==> src/rtl/mod_count_bcd_conv_if.sv <==
// Handshake bundle between the modulus counter side and the binary-to-BCD converter.
interface mod_count_bcd_conv_if #(
  parameter int W      = 6,
  parameter int DIGITS = 2
);
  logic [W-1:0]        bin;
  logic                start;
  logic                busy;
  logic                done;
  logic [4*DIGITS-1:0] bcd;
  logic                ovf;

  modport master (output bin, output start, input busy, input done, input bcd, input ovf);
  modport slave  (input bin, input start, output busy, output done, output bcd, output ovf);
endinterface

==> src/rtl/mod_count_bcd_conv.sv <==
// Sequential double-dabble binary-to-BCD converter, one shift per clock.
// Define BCD_OVF_CLAMP_EN to flag inputs above 10^DIGITS-1 and clamp the result to all 9s.
module mod_count_bcd_conv #(
  parameter int W      = 6,
  parameter int DIGITS = 2
) (
  input  logic                 i_clk,
  input  logic                 i_reset,
  mod_count_bcd_conv_if.slave  io
);
  localparam int SW = 4*DIGITS + W;
  localparam int CW = $clog2(W+1);
  localparam logic [CW-1:0] CNT_LAST = CW'(W-1);

  typedef enum logic {S_IDLE, S_SHIFT} state_t;

  state_t              r_state;
  logic [SW-1:0]       r_sr;
  logic [CW-1:0]       r_cnt;
  logic                r_busy;
  logic                r_done;
  logic [4*DIGITS-1:0] r_bcd;
  logic [SW-1:0]       w_adj;
  logic [SW-1:0]       w_shift;

`ifdef BCD_OVF_CLAMP_EN
  localparam int unsigned MAXV = 10**DIGITS - 1;
  localparam logic [4*DIGITS-1:0] NINES = {DIGITS{4'h9}};
  logic r_clamp;
  logic r_ovf;
  logic w_gt;
  assign w_gt   = (32'(io.bin) > MAXV);
  assign io.ovf = r_ovf;
`else
  assign io.ovf = 1'b0;
`endif

  // Add-3 on every digit field >= 5, all digits in parallel, before the shift.
  always_comb begin
    w_adj = r_sr;
    for (int d = 0; d < DIGITS; d++) begin
      if (r_sr[W+4*d +: 4] >= 4'd5)
        w_adj[W+4*d +: 4] = r_sr[W+4*d +: 4] + 4'd3;
    end
    w_shift = {w_adj[SW-2:0], 1'b0};
  end

  always_ff @(posedge i_clk or posedge i_reset) begin
    if (i_reset) begin
      r_state <= S_IDLE;
      r_sr    <= '0;
      r_cnt   <= '0;
      r_busy  <= 1'b0;
      r_done  <= 1'b0;
      r_bcd   <= '0;
`ifdef BCD_OVF_CLAMP_EN
      r_clamp <= 1'b0;
      r_ovf   <= 1'b0;
`endif
    end else begin
      r_done <= 1'b0;
      case (r_state)
        S_IDLE: begin
          if (io.start) begin
            r_sr    <= {{(4*DIGITS){1'b0}}, io.bin};
            r_cnt   <= '0;
            r_busy  <= 1'b1;
            r_state <= S_SHIFT;
`ifdef BCD_OVF_CLAMP_EN
            r_clamp <= w_gt;
`endif
          end
        end
        S_SHIFT: begin
          r_sr  <= w_shift;
          r_cnt <= r_cnt + CW'(1);
          if (r_cnt == CNT_LAST) begin
            r_state <= S_IDLE;
            r_busy  <= 1'b0;
            r_done  <= 1'b1;
`ifdef BCD_OVF_CLAMP_EN
            r_ovf   <= r_clamp;
            r_bcd   <= r_clamp ? NINES : w_shift[SW-1:W];
`else
            r_bcd   <= w_shift[SW-1:W];
`endif
          end
        end
        default: r_state <= S_IDLE;
      endcase
    end
  end

  assign io.busy = r_busy;
  assign io.done = r_done;
  assign io.bcd  = r_bcd;
endmodule

==> src/flat_wrapper.sv <==
// flat-port wrapper written by rule: the top's interface ports become plain ports
module mod_count_bcd_conv_flat 
#(
  parameter int W      = 6,
  parameter int DIGITS = 2
)
  (i_clk, i_reset, io_bin, io_start, io_busy, io_done, io_bcd, io_ovf);
  mod_count_bcd_conv_if #(.W(W), .DIGITS(DIGITS)) io_i ();
  input  logic i_clk;
  input  logic i_reset;
  input wire logic [$bits(io_i.bin)-1:0] io_bin;
  input wire logic [$bits(io_i.start)-1:0] io_start;
  output wire logic [$bits(io_i.busy)-1:0] io_busy;
  output wire logic [$bits(io_i.done)-1:0] io_done;
  output wire logic [$bits(io_i.bcd)-1:0] io_bcd;
  output wire logic [$bits(io_i.ovf)-1:0] io_ovf;
  assign io_i.bin = io_bin;
  assign io_i.start = io_start;
  assign io_busy = io_i.busy;
  assign io_done = io_i.done;
  assign io_bcd = io_i.bcd;
  assign io_ovf = io_i.ovf;
  mod_count_bcd_conv #(.W(W), .DIGITS(DIGITS)) u_core (.i_clk(i_clk), .i_reset(i_reset), .io(io_i));
endmodule
==> config.mk <==
export PLATFORM = sky130hd
export DESIGN_NAME = mod_count_bcd_conv_flat
export DESIGN_NICKNAME = d
export VERILOG_FILES = /design/src/rtl/mod_count_bcd_conv_if.sv /design/src/rtl/mod_count_bcd_conv.sv /design/src/flat_wrapper.sv
export SDC_FILE = /design/constraint.sdc
export NUM_CORES = 1
export LEC_CHECK = 0
export CAP_MARGIN = 15
export CORE_MARGIN = 10
export CORE_UTILIZATION = 47
export CTS_BUF_LIST = sky130_fd_sc_hd__clkbuf_16
export DETAILED_ROUTE_END_ITERATION = 8
export PLACE_DENSITY = 0.74
export SETUP_SLACK_MARGIN = 0.3
export SYNTH_ARGS = -nofsm -noshare
export SYNTH_HDL_FRONTEND = slang
export SYNTH_SLANG_ARGS = --single-unit
==> constraint.sdc <==
create_clock -name i_clk -period 1.5 [get_ports i_clk]
set_clock_uncertainty 0.05 [all_clocks]
set_input_delay 0.3 -clock i_clk [delete_from_list [all_inputs] [get_ports i_clk]]
set_output_delay 0.3 -clock i_clk [all_outputs]
set_load 0.1 [all_outputs]
==> results.txt <==
- Slowest library cell on the worst path: sky130_fd_sc_hd__dfrtp_1
* Count of unique library cells instantiated by Yosys: 27
* Avg Inst Size Synth: 10.3 um2
- Dividing the detail-routed wire length by the instance count gives about 18 um.
* Starting utilization of the core area: 0.489
* Number of standard cells after synthesis: 130
- After global routing the overflow that remains totals 0.
* Longest Clk Path Bufs: 2
- The clock reaches the later pin of the worst-skew pair after around 0.26 ns.
- TritonCTS built the clock tree.
- Counting every net in the synthesized netlist gives 145.
- Share of final-layout standard cells stronger than drive strength 1: 0.521
- During I/O placement, the number of pins put on the boundary was 20.
- Data required, critical path: 1.64 ns
- Entering global routing, the biggest net connects 29 pins.
- Result of the run: complete, but fails checks
- After detailed routing, the number of vias per cell comes to 5.35.
- The detailed router placed 1,070 vias in this run.
* Number of non-filler instances in the completed layout: 200
- During placement, the flow inserted port buffers numbering 18.
- Warning count from the yosys run: 0
- Number of buffers created by CTS: 3
- After layout, the worst setup slack is -0.0260 ns.
- For this run, the share of the core covered by cells in the final layout is 0.772.
* Capturing element type of the critical path: register
- Top-count cell post-synth: sky130_fd_sc_hd__dfrtp_1
* Async S/R FF share, synth: 1.00
- The total area inside the core boundary comes to about 0.0027 mm2.
- Cells taking the most area after synthesis: sky130_fd_sc_hd__dfrtp_1 (52%), sky130_fd_sc_hd__nand2_1 (6.7%), sky130_fd_sc_hd__ha_1 (5.6%)
- Number of sinks driven by the clock tree: 28
* Sort of element at the start of the critical path: register
- The synthesized design contains 28 register bits.
* Worst Path Max Fanout: 3
- Portion of the post-synthesis area used by sequential elements: 0.524
- For this run, the total global-route usage over all layers was measured as 0.118.
* Main synth FF type: sky130_fd_sc_hd__dfrtp_1
- Critical path start-end classification: register to register
* Number of remaining DRC errors: 0
* First-pass GRT wire length: 5120 um
* Max Transition Viols Final: 0
* Min-delay worst type: input pin to asynchronous set/reset pin
* Wirelength, routed: approximately 3500 um
- Global placer's final weighted congestion: around 0.81
- The number of global-route vias before repair came to between 1,000 and 1,500.
- After clock tree synthesis, the clock-pin slew on the worst setup and hold paths is 0.07 ns.
* Number of rows created at floorplan: 19
- Setup repair after global routing missed its margin: true
- In this run the number of H-tree levels came out at 1.
- Number of antenna violations at the first check in global routing: 0
- The cell area that synthesis handed to floorplanning was about 0.0013 mm2.
- Relative to the synthesized area, the layout overhead comes to 57.9%.
- Dividing the final minimum period by the clock period gives 1.02.
* Tmin final: 1.53 ns
- Arrival time of the worst setup path: approximately 1.7 ns
* Number of failing setup endpoints in the final timing report: 3
* Top cells by count, synth: sky130_fd_sc_hd__dfrtp_1 (28), sky130_fd_sc_hd__nand2_1 (24), sky130_fd_sc_hd__o21ai_0 (11), sky130_fd_sc_hd__inv_1 (8)
- After legalization and detailed placement, the total HPWL measured roughly 2000 um.
* Post-route antenna net violation count: 0
* CTS root buf: sky130_fd_sc_hd__clkbuf_16
* # hold bufs at CTS: 0
* Cell total after placement: approximately 180
- EDFF count, synth: 0
- Die H: approximately 73 um
- The largest single stage delay on the critical path is around 0.36 ns.
* Series of cell instances along the critical path: inv_2 -> ha_2 -> nand2b_4 -> a21oi_4 -> mux2_4 -> o22ai_1
* Number of nets in the layout: 185
- In this run the horizontal extent of the chip is 73.3 um.
* Die Area: roughly 0.0054 mm2
- Antenna cells: 0
- Failing checks: negative setup slack
- Number of violations of the max-capacitance limit: 0
- Achievable clock frequency: about 660 MHz
- The share of synthesized area in the top cell type comes to 0.524.
- DRC marker count from the first detailed-route iteration: 73
* Final hold violations: 0
- The first TritonRoute pass finished after 4 iterations.
- Library cell occupying the most area in the post-synthesis netlist: sky130_fd_sc_hd__dfrtp_1
critical path: cells and delay by family (launching register included):
family / cells / cell delay (ns)
and+or+nand+nor: 1 / 0.14
adders and majority gates: 1 / 0.17
buffers and inverters: 1 / 0.07
DFF: 1 / 0.36
AOI/OAI and AO/OA: 2 / 0.32
muxes: 1 / 0.34
repair_timing:
item | CTS | global route
endpoints found under the setup margin | 28 | 33
gates cloned | 0 | 1
pin swaps | 5 | 9
gates resized for setup | 13 | 27
buffers inserted | 9 | 8
worst paths after layout:
| kind | start | end | slack, ns | cells after the start |
|---|---|---|---|---|
| max | u_core.r_sr[11] | u_core.r_sr[12] | -0.03 | 6 |
| min reg2reg | u_core.r_sr[1] | u_core.r_sr[2] | 0.45 | 2 |
| min in group i_clk | io_start | u_core.r_sr[6] | 0.37 | 3 |
| max reg2reg | u_core.r_sr[11] | u_core.r_sr[12] | -0.03 | 6 |
| max in group asynchronous | i_reset | u_core.io.bcd[4] | 0.90 | 3 |
| min | i_reset | u_core.io.bcd[1] | 0.33 | 3 |
through the flow:
stage                     hold slack, ns  area (um2)  setup WS (ns)  setup TNS, ns
after floorplan                    0.315        1410         0.0847              0
after global placement             0.416        1740         0.0580              0
after detailed placement           0.438        1740         0.0141              0
after CTS                          0.342        1950         0.0195              0
after global routing               0.359        2110        -0.0745         -0.217
final                              0.326        2110        -0.0260        -0.0391
state kept, by name, summed over array words and instances (netlist names):
name	count
u_core.io.bcd	8
u_core.io.done	1
u_core.io.busy	1
u_core.r_cnt	3
u_core.r_sr	14
u_core.r_state	1
area by class of cell:
type / count / area (um2)
tap: 31 / 38.8
fill: 159 / 624
clock buffer: 3 / 75.1
inverter: 9 / 43.8
clock inverter: 1 / 3.75
sequential: 28 / 717
timing repair buffer: 41 / 487
multi-input combinational: 87 / 744
per-layer routing:
metal | wire length [um] | vias to the layer above | share of wire | track usage
met5 | 0 | - | 0 | 0
met4 | 73 | 0 | 0.021 | 0.0311
met3 | 194 | 7 | 0.055 | 0.0350
met1 | 1490 | 518 | 0.43 | 0.148
li1 | - | 513 | - | -
met2 | 1740 | 32 | 0.50 | 0.192
logic make-up (layout without fill, tap and decap cells):
family,Yosys count,in the layout,share of synthesized area
other,1,1,0.00281
multiplexers,8,8,0.0674
flip-flops,28,28,0.524
AND/OR/NAND/NOR,37,38,0.121
XOR/XNOR,2,2,0.0131
AO/OA/AOI/OAI,32,32,0.155
adder cells (fa/ha/maj),6,6,0.0562
buffers and inverters,16,54,0.0609
cell usage in the layout (no fill, tap or decap), types with 3 or more instances in the layout:
cell type,count
sky130_fd_sc_hd__a21oi_2,3
sky130_fd_sc_hd__clkdlybuf4s50_1,7
sky130_fd_sc_hd__buf_4,17
sky130_fd_sc_hd__o22ai_2,4
sky130_fd_sc_hd__nor2_2,3
sky130_fd_sc_hd__buf_6,5
sky130_fd_sc_hd__ha_4,4
sky130_fd_sc_hd__nand2_1,23
sky130_fd_sc_hd__dfrtp_2,13
sky130_fd_sc_hd__clkbuf_16,3
sky130_fd_sc_hd__dfrtp_1,15
sky130_fd_sc_hd__mux2i_1,6
sky130_fd_sc_hd__buf_12,11
sky130_fd_sc_hd__o21ai_0,9
sky130_fd_sc_hd__o21ai_1,5
sky130_fd_sc_hd__inv_2,5
sky130_fd_sc_hd__nor2_1,3
Power is not shown: default switching activity piles up to over one toggle a cycle in this logic, so the estimate is an artifact.
==> patch 1: new RTL, config.mk and constraints unchanged <==
Add a define of `BCD_OVF_CLAMP_EN`.
--- a/src/rtl/mod_count_bcd_conv.sv
+++ b/src/rtl/mod_count_bcd_conv.sv
@@ -1,4 +1,6 @@
 // Sequential double-dabble binary-to-BCD converter, one shift per clock.
 // Define BCD_OVF_CLAMP_EN to flag inputs above 10^DIGITS-1 and clamp the result to all 9s.
+`define BCD_OVF_CLAMP_EN
+
 module mod_count_bcd_conv #(
   parameter int W      = 6,
Check against the original RTL: no difference found for any inputs over 10 cycles, from zero or initial values and one cycle with i_reset high; that may be too few to reach the edited logic, so the function may still have changed.
==> patch 1 against the unedited design <==
Setup slack improved by 0.043 ns; routed wire length fell by 8.7%; final area fell by 3.1%; first-iteration DRC count fell by 14%; sequential cell count did not move; die area fell by 0.61%; area after synthesis fell by 0.84%; critical endpoint is now u_core.io.bcd[6].
Power is left out: the tool's default activity adds up to more than one toggle a clock period on the data nets, which glitch-free logic cannot reach.
==> patch 1: results (changes against the unedited design) <==
status completed (was finished, violations left); Metal-1 WL 1353 µm (was 1494 µm); Crit path largest cell delay 0.36 ns (about the same); top post-synthesis cells by count dfrtp_1, nand2_1, o21ai_0 (unchanged); async set-or-reset flop fraction in the synthesized netlist 1.000 (unchanged); CTS clk-pin slew, worst paths 0.06 ns; largest register by flop count u_core.r_sr (unchanged); GPL Wtd Cong 0.8046 (was 0.8078); post-synth cell types 28 (was 27); CTS root buffer clkbuf_16 (unchanged); Area after DPL 0.001713 mm² (was 0.001738 mm²); DRT Pass-1 Iters 4 (unchanged); Vias 1,058 (was 1,070); Filler Cells Inserted 166 (was 159); wirelength, routed 3196 µm (was 3501 µm); Clock Tree Buf Depth 2 (unchanged); GRT met3 Usage 0.03946 (was 0.03499); met2 wire length 1631 µm (was 1739 µm); pre-CTS setup slack 0.006169 ns (was 0.01412 ns); initial antenna violation count 0 (unchanged); Top Layer Used met4 (unchanged); synth warn 0 (unchanged); max FFs per register 14 (unchanged); slowest cell on the critical path dfrtp_1 (unchanged); Worst-Skew Late Latency 0.27 ns; CTS Buf Count 3 (unchanged); Post-Synthesis Cells 127 (was 130); HPWL Detailed 1921 µm (was 1958 µm); Synth Flop Type dfrtp_1 (unchanged); htree depth 1 (unchanged); Via density 5.343 (was 5.350); syn_nets 142 (was 145); Iteration-0 DRC Markers 63 (was 73); Synth area leaders dfrtp_1, mux2i_1, ha_1, nand2_1, o21ai_0 (was dfrtp_1, nand2_1, ha_1, mux2i_1, o21ai_0); Inst Count DP 178 (unchanged); layout cells sized above 1 0.4671 (was 0.5207); GR Layer Usage met2 0.2120 (was 0.1920); first-pass GRT wire length 5244 µm (was 5119 µm); Seq/Total Area, Yosys 0.5288 (was 0.5243); CP Max Fanout 4 (was 3); met3 wire length 172 µm (was 194 µm); # setup viols final 0 (was 3); GRT Total Usage 0.1216 (was 0.1177); grt met1 use 0.1381 (was 0.1476); Total Nets Final 183 (was 185); Crit path arrival time 1.64 ns (was 1.66 ns); cts hold-fix bufs 0 (unchanged); largest net degree at the start of global routing 29 (unchanged); port buffer count 18 (unchanged); Hold Vio Cnt, Final 0 (unchanged)
==> patch 1: cell count changes in the layout (fill, tap and decap cells not counted), sizes merged, moves of 2 or more <==
cell,change
nand2,-5
o22ai,-3
nor3,+3
mux2i,+2
o21ai,-2
==> patch 1: worst max-delay path, delay by kind of cell, from the launching register on <==
family,cells,cell delay [ns]
compound gates,1,0.17
flops,1,0.36
fa+ha+maj,1,0.18
buf+inv,1,0.07
simple gates,1,0.14
mux,2,0.45
==> patch 1: what timing repair did <==
action,in CTS,in global routing
endpoints found under the setup margin,26,31
pin swaps,6,7
gates cloned,0,1
setup buffers,6,9
endpoints found under the hold margin,0,0
gates resized for setup,19,16
==> patch 1: worst paths after layout <==
| check | from | to | slack (ns) | cells past startpoint |
|---|---|---|---|---|
| worst max-delay path | u_core.r_sr[11] | u_core.io.bcd[6] | 0.02 | 6 |
| worst min-delay path | i_reset | u_core.r_sr[4] | 0.34 | 3 |
| worst max register to register | u_core.r_sr[11] | u_core.io.bcd[6] | 0.02 | 6 |
| worst min register to register | u_core.r_sr[2] | u_core.r_sr[3] | 0.45 | 2 |
| max in group asynchronous | i_reset | u_core.r_state | 0.78 | 3 |
| min in group i_clk | io_start | u_core.r_sr[6] | 0.39 | 3 |
==> patch 1: final cells by class <==
type,count,area [µm²],share of cell area
flip-flops and latches,28,714.4,0.3497
multi-input cells,84,696.9,0.3411
clock buffers,3,75.07,0.03674
repair buffers,42,475.5,0.2327
inverters,9,38.79,0.01898
clock inverters,1,3.754,0.001837
well taps,31,38.79,0.01898
==> patch 1: logic make-up after synthesis <==
logic type	synth area share
flops	0.5288
other cells	0.002830
compound gates	0.1294
mux	0.09443
fa+ha+maj	0.05666
buf+inv	0.04816
simple gates	0.1265
xor+xnor	0.01322
==> patch 2: new RTL, config.mk and constraints unchanged <==
Made on the original files. Reset style: synchronous (`i_reset`), changed in one clocked block.
--- a/src/rtl/mod_count_bcd_conv.sv
+++ b/src/rtl/mod_count_bcd_conv.sv
@@ -46,5 +46,5 @@
   end
 
-  always_ff @(posedge i_clk or posedge i_reset) begin
+  always_ff @(posedge i_clk) begin
     if (i_reset) begin
       r_state <= S_IDLE;
Check against the original RTL: differs if i_reset is asserted again (counterexample within 4 cycles, from zero or initial values and one cycle with i_reset high); with i_reset held inactive, the same outputs for 10 cycles.
==> patch 2 against the unedited design <==
Final area did not move; synthesized cell count rose by 7.7%; cell count rose by 5.5%; sequential cell count did not move; setup slack improved by 0.11 ns; area after synthesis fell by 4.8%; maximum frequency rose by 7.4%; routed wire length rose by 1.3%; first-iteration DRC count rose by 26%.
Power is left out: it rests on default switching activity, and per cell area and clock period it moved more than threefold.
==> patch 2: results (changes against the unedited design) <==
status completed (was finished, violations left); Total Nets Final 197 (was 185); post-synthesis xor/xnor area fraction 0.01377 (was 0.01311); Post-Synth Adder-Cell Area 0.05900 (was 0.05618); Synth area leaders dfxtp_1, mux2i_1, ha_1, a21oi_1, nor2_1 (was dfrtp_1, nand2_1, ha_1, mux2i_1, o21ai_0); Iteration-0 DRC Markers 92 (was 73); first-pass GRT wire length 5416 µm (was 5119 µm); Ant. Diodes 0 (unchanged); Metal-1 WL 1494 µm (unchanged); top post-synthesis cells by count dfxtp_1, nor2_1, a21oi_1 (was dfrtp_1, nand2_1, o21ai_0); Clock Tree Buf Depth 2 (unchanged); vias in the first global route 1,188 (was 1,112); # setup viols final 0 (was 3); GRT Total Usage 0.1253 (was 0.1177); Crit path largest cell delay 0.35 ns; Area after DPL 0.001735 mm² (was 0.001738 mm²); wirelength, routed 3548 µm (was 3501 µm); htree depth 1 (unchanged); CTS root buffer clkbuf_16 (unchanged); async set-or-reset flop fraction in the synthesized netlist 0 (was 1.000); max FFs per register 14 (unchanged); CTS Buf Count 3 (unchanged); port buffer count 18 (unchanged); HP Class flip-flop to flip-flop (was primary input to asynchronous set/reset pin); layout cells sized above 1 0.5083 (was 0.5207); Seq/Total Area, Yosys 0.4405 (was 0.5243); synth warn 0 (unchanged); post-synth top area share 0.4405 (was 0.5243); Max-cap violations 0 (unchanged); Via density 5.573 (was 5.350); post-synth cell types 33 (was 27); HPWL Detailed 2063 µm (was 1958 µm); Top Layer Used met4 (unchanged); met3 wire length 164 µm (was 194 µm); CP Max Fanout 3 (unchanged); initial antenna violation count 0 (unchanged); slowest cell on the critical path dfxtp_2 (was dfrtp_1); CP delay by family, top flip-flops (unchanged); DRT Pass-1 Iters 5 (was 4); Hold Vio Cnt, Final 0 (unchanged); syn_nets 155 (was 145); Filler Cells Inserted 124 (was 159); largest register by flop count u_core.r_sr (unchanged); Crit path arrival time 1.58 ns (was 1.66 ns); CTS clk-pin slew, worst paths 0.07 ns (about the same); GPL Wtd Cong 0.7840 (was 0.8078); largest net degree at the start of global routing 17 (was 29); post-synthesis mux area share 0.08260 (was 0.06742); Synth Area in Compound Gates 0.1613 (was 0.1545); met2 wire length 1829 µm (was 1739 µm); Worst-Skew Late Latency 0.27 ns
==> patch 2: changes by cell type after synthesis, sizes merged, moves of 4 or more <==
cell,delta
dfxtp,+28
nor3,+6
a21oi,+9
dfrtp,-28
o22ai,-6
o21ai,-4
nand2,-18
nor2,+11
==> patch 2: cells by family after synthesis <==
| family | Yosys count |
|---|---|
| AOI/OAI and AO/OA | 34 |
| DFF | 28 |
| and+or+nand+nor | 45 |
| muxes | 10 |
| buffers and inverters | 14 |
| adders and majority gates | 6 |
| other | 1 |
| xor gates and xnor gates | 2 |
==> patch 2: layout make-up <==
| class | count | area, µm² | area share |
|---|---|---|---|
| Sequential cell | 28 | 589.3 | 0.2794 |
| Clock buffer | 3 | 75.07 | 0.03559 |
| Multi-Input combinational cell | 98 | 819.5 | 0.3885 |
| Tap cell | 30 | 37.54 | 0.01779 |
| Clock inverter | 1 | 30.03 | 0.01423 |
| Inverter | 7 | 36.28 | 0.01720 |
| Timing Repair Buffer | 44 | 521.8 | 0.2473 |
==> patch 2: timing repair <==
item                       in CTS  in global routing
pin swaps                       7                 10
gates resized for setup        25                 21
setup endpoints to repair      24                 17
setup buffers                   7                  6
cloned                          1                  0
==> patch 2: layer usage <==
metal | global-route usage | up-vias
met5 | 0 | -
met4 | 0.04946 | 0
met3 | 0.03537 | 7
met2 | 0.2284 | 33
met1 | 0.1320 | 563
li1 | - | 573
==> patch 2: worst paths after layout <==
check	start	to	slack, ns	depth (start not counted)
max reg2reg	u_core.r_sr[7]	u_core.r_sr[8]	0.08	6
min	u_core.io.bcd[1]	u_core.io.bcd[1]	0.42	2
min reg2reg	u_core.io.bcd[1]	u_core.io.bcd[1]	0.42	2
max	u_core.r_sr[7]	u_core.r_sr[8]	0.08	6
==> patch 2: metrics by stage <==
| stage | worst slack [ns] | util | setup TNS (ns) | hold slack [ns] | std cells |
|---|---|---|---|---|---|
| 2_1_floorplan | 0.1635 | - | 0 | 0.4037 | 140 |
| 3_3_place_gp | -0.09379 | 0.6880 | -0.7554 | 0.4071 | 193 |
| 3_5_place_dp | -0.1151 | 0.6880 | -1.208 | 0.4135 | 193 |
| 4_1_cts | 0.08391 | 0.7897 | 0 | 0.4228 | 205 |
| 5_1_grt | 0.02959 | 0.8363 | 0 | 0.4374 | 211 |
| 6_report | 0.07971 | 0.8363 | 0 | 0.4178 | 211 |
==> patch 2: worst register-to-register path: cells and delay by family (launching register included) <==
family	cells	cell delay [ns]
mux	1	0.28
compound gates	2	0.35
buf+inv	1	0.05
fa+ha+maj	1	0.14
flops	1	0.35
simple gates	1	0.14
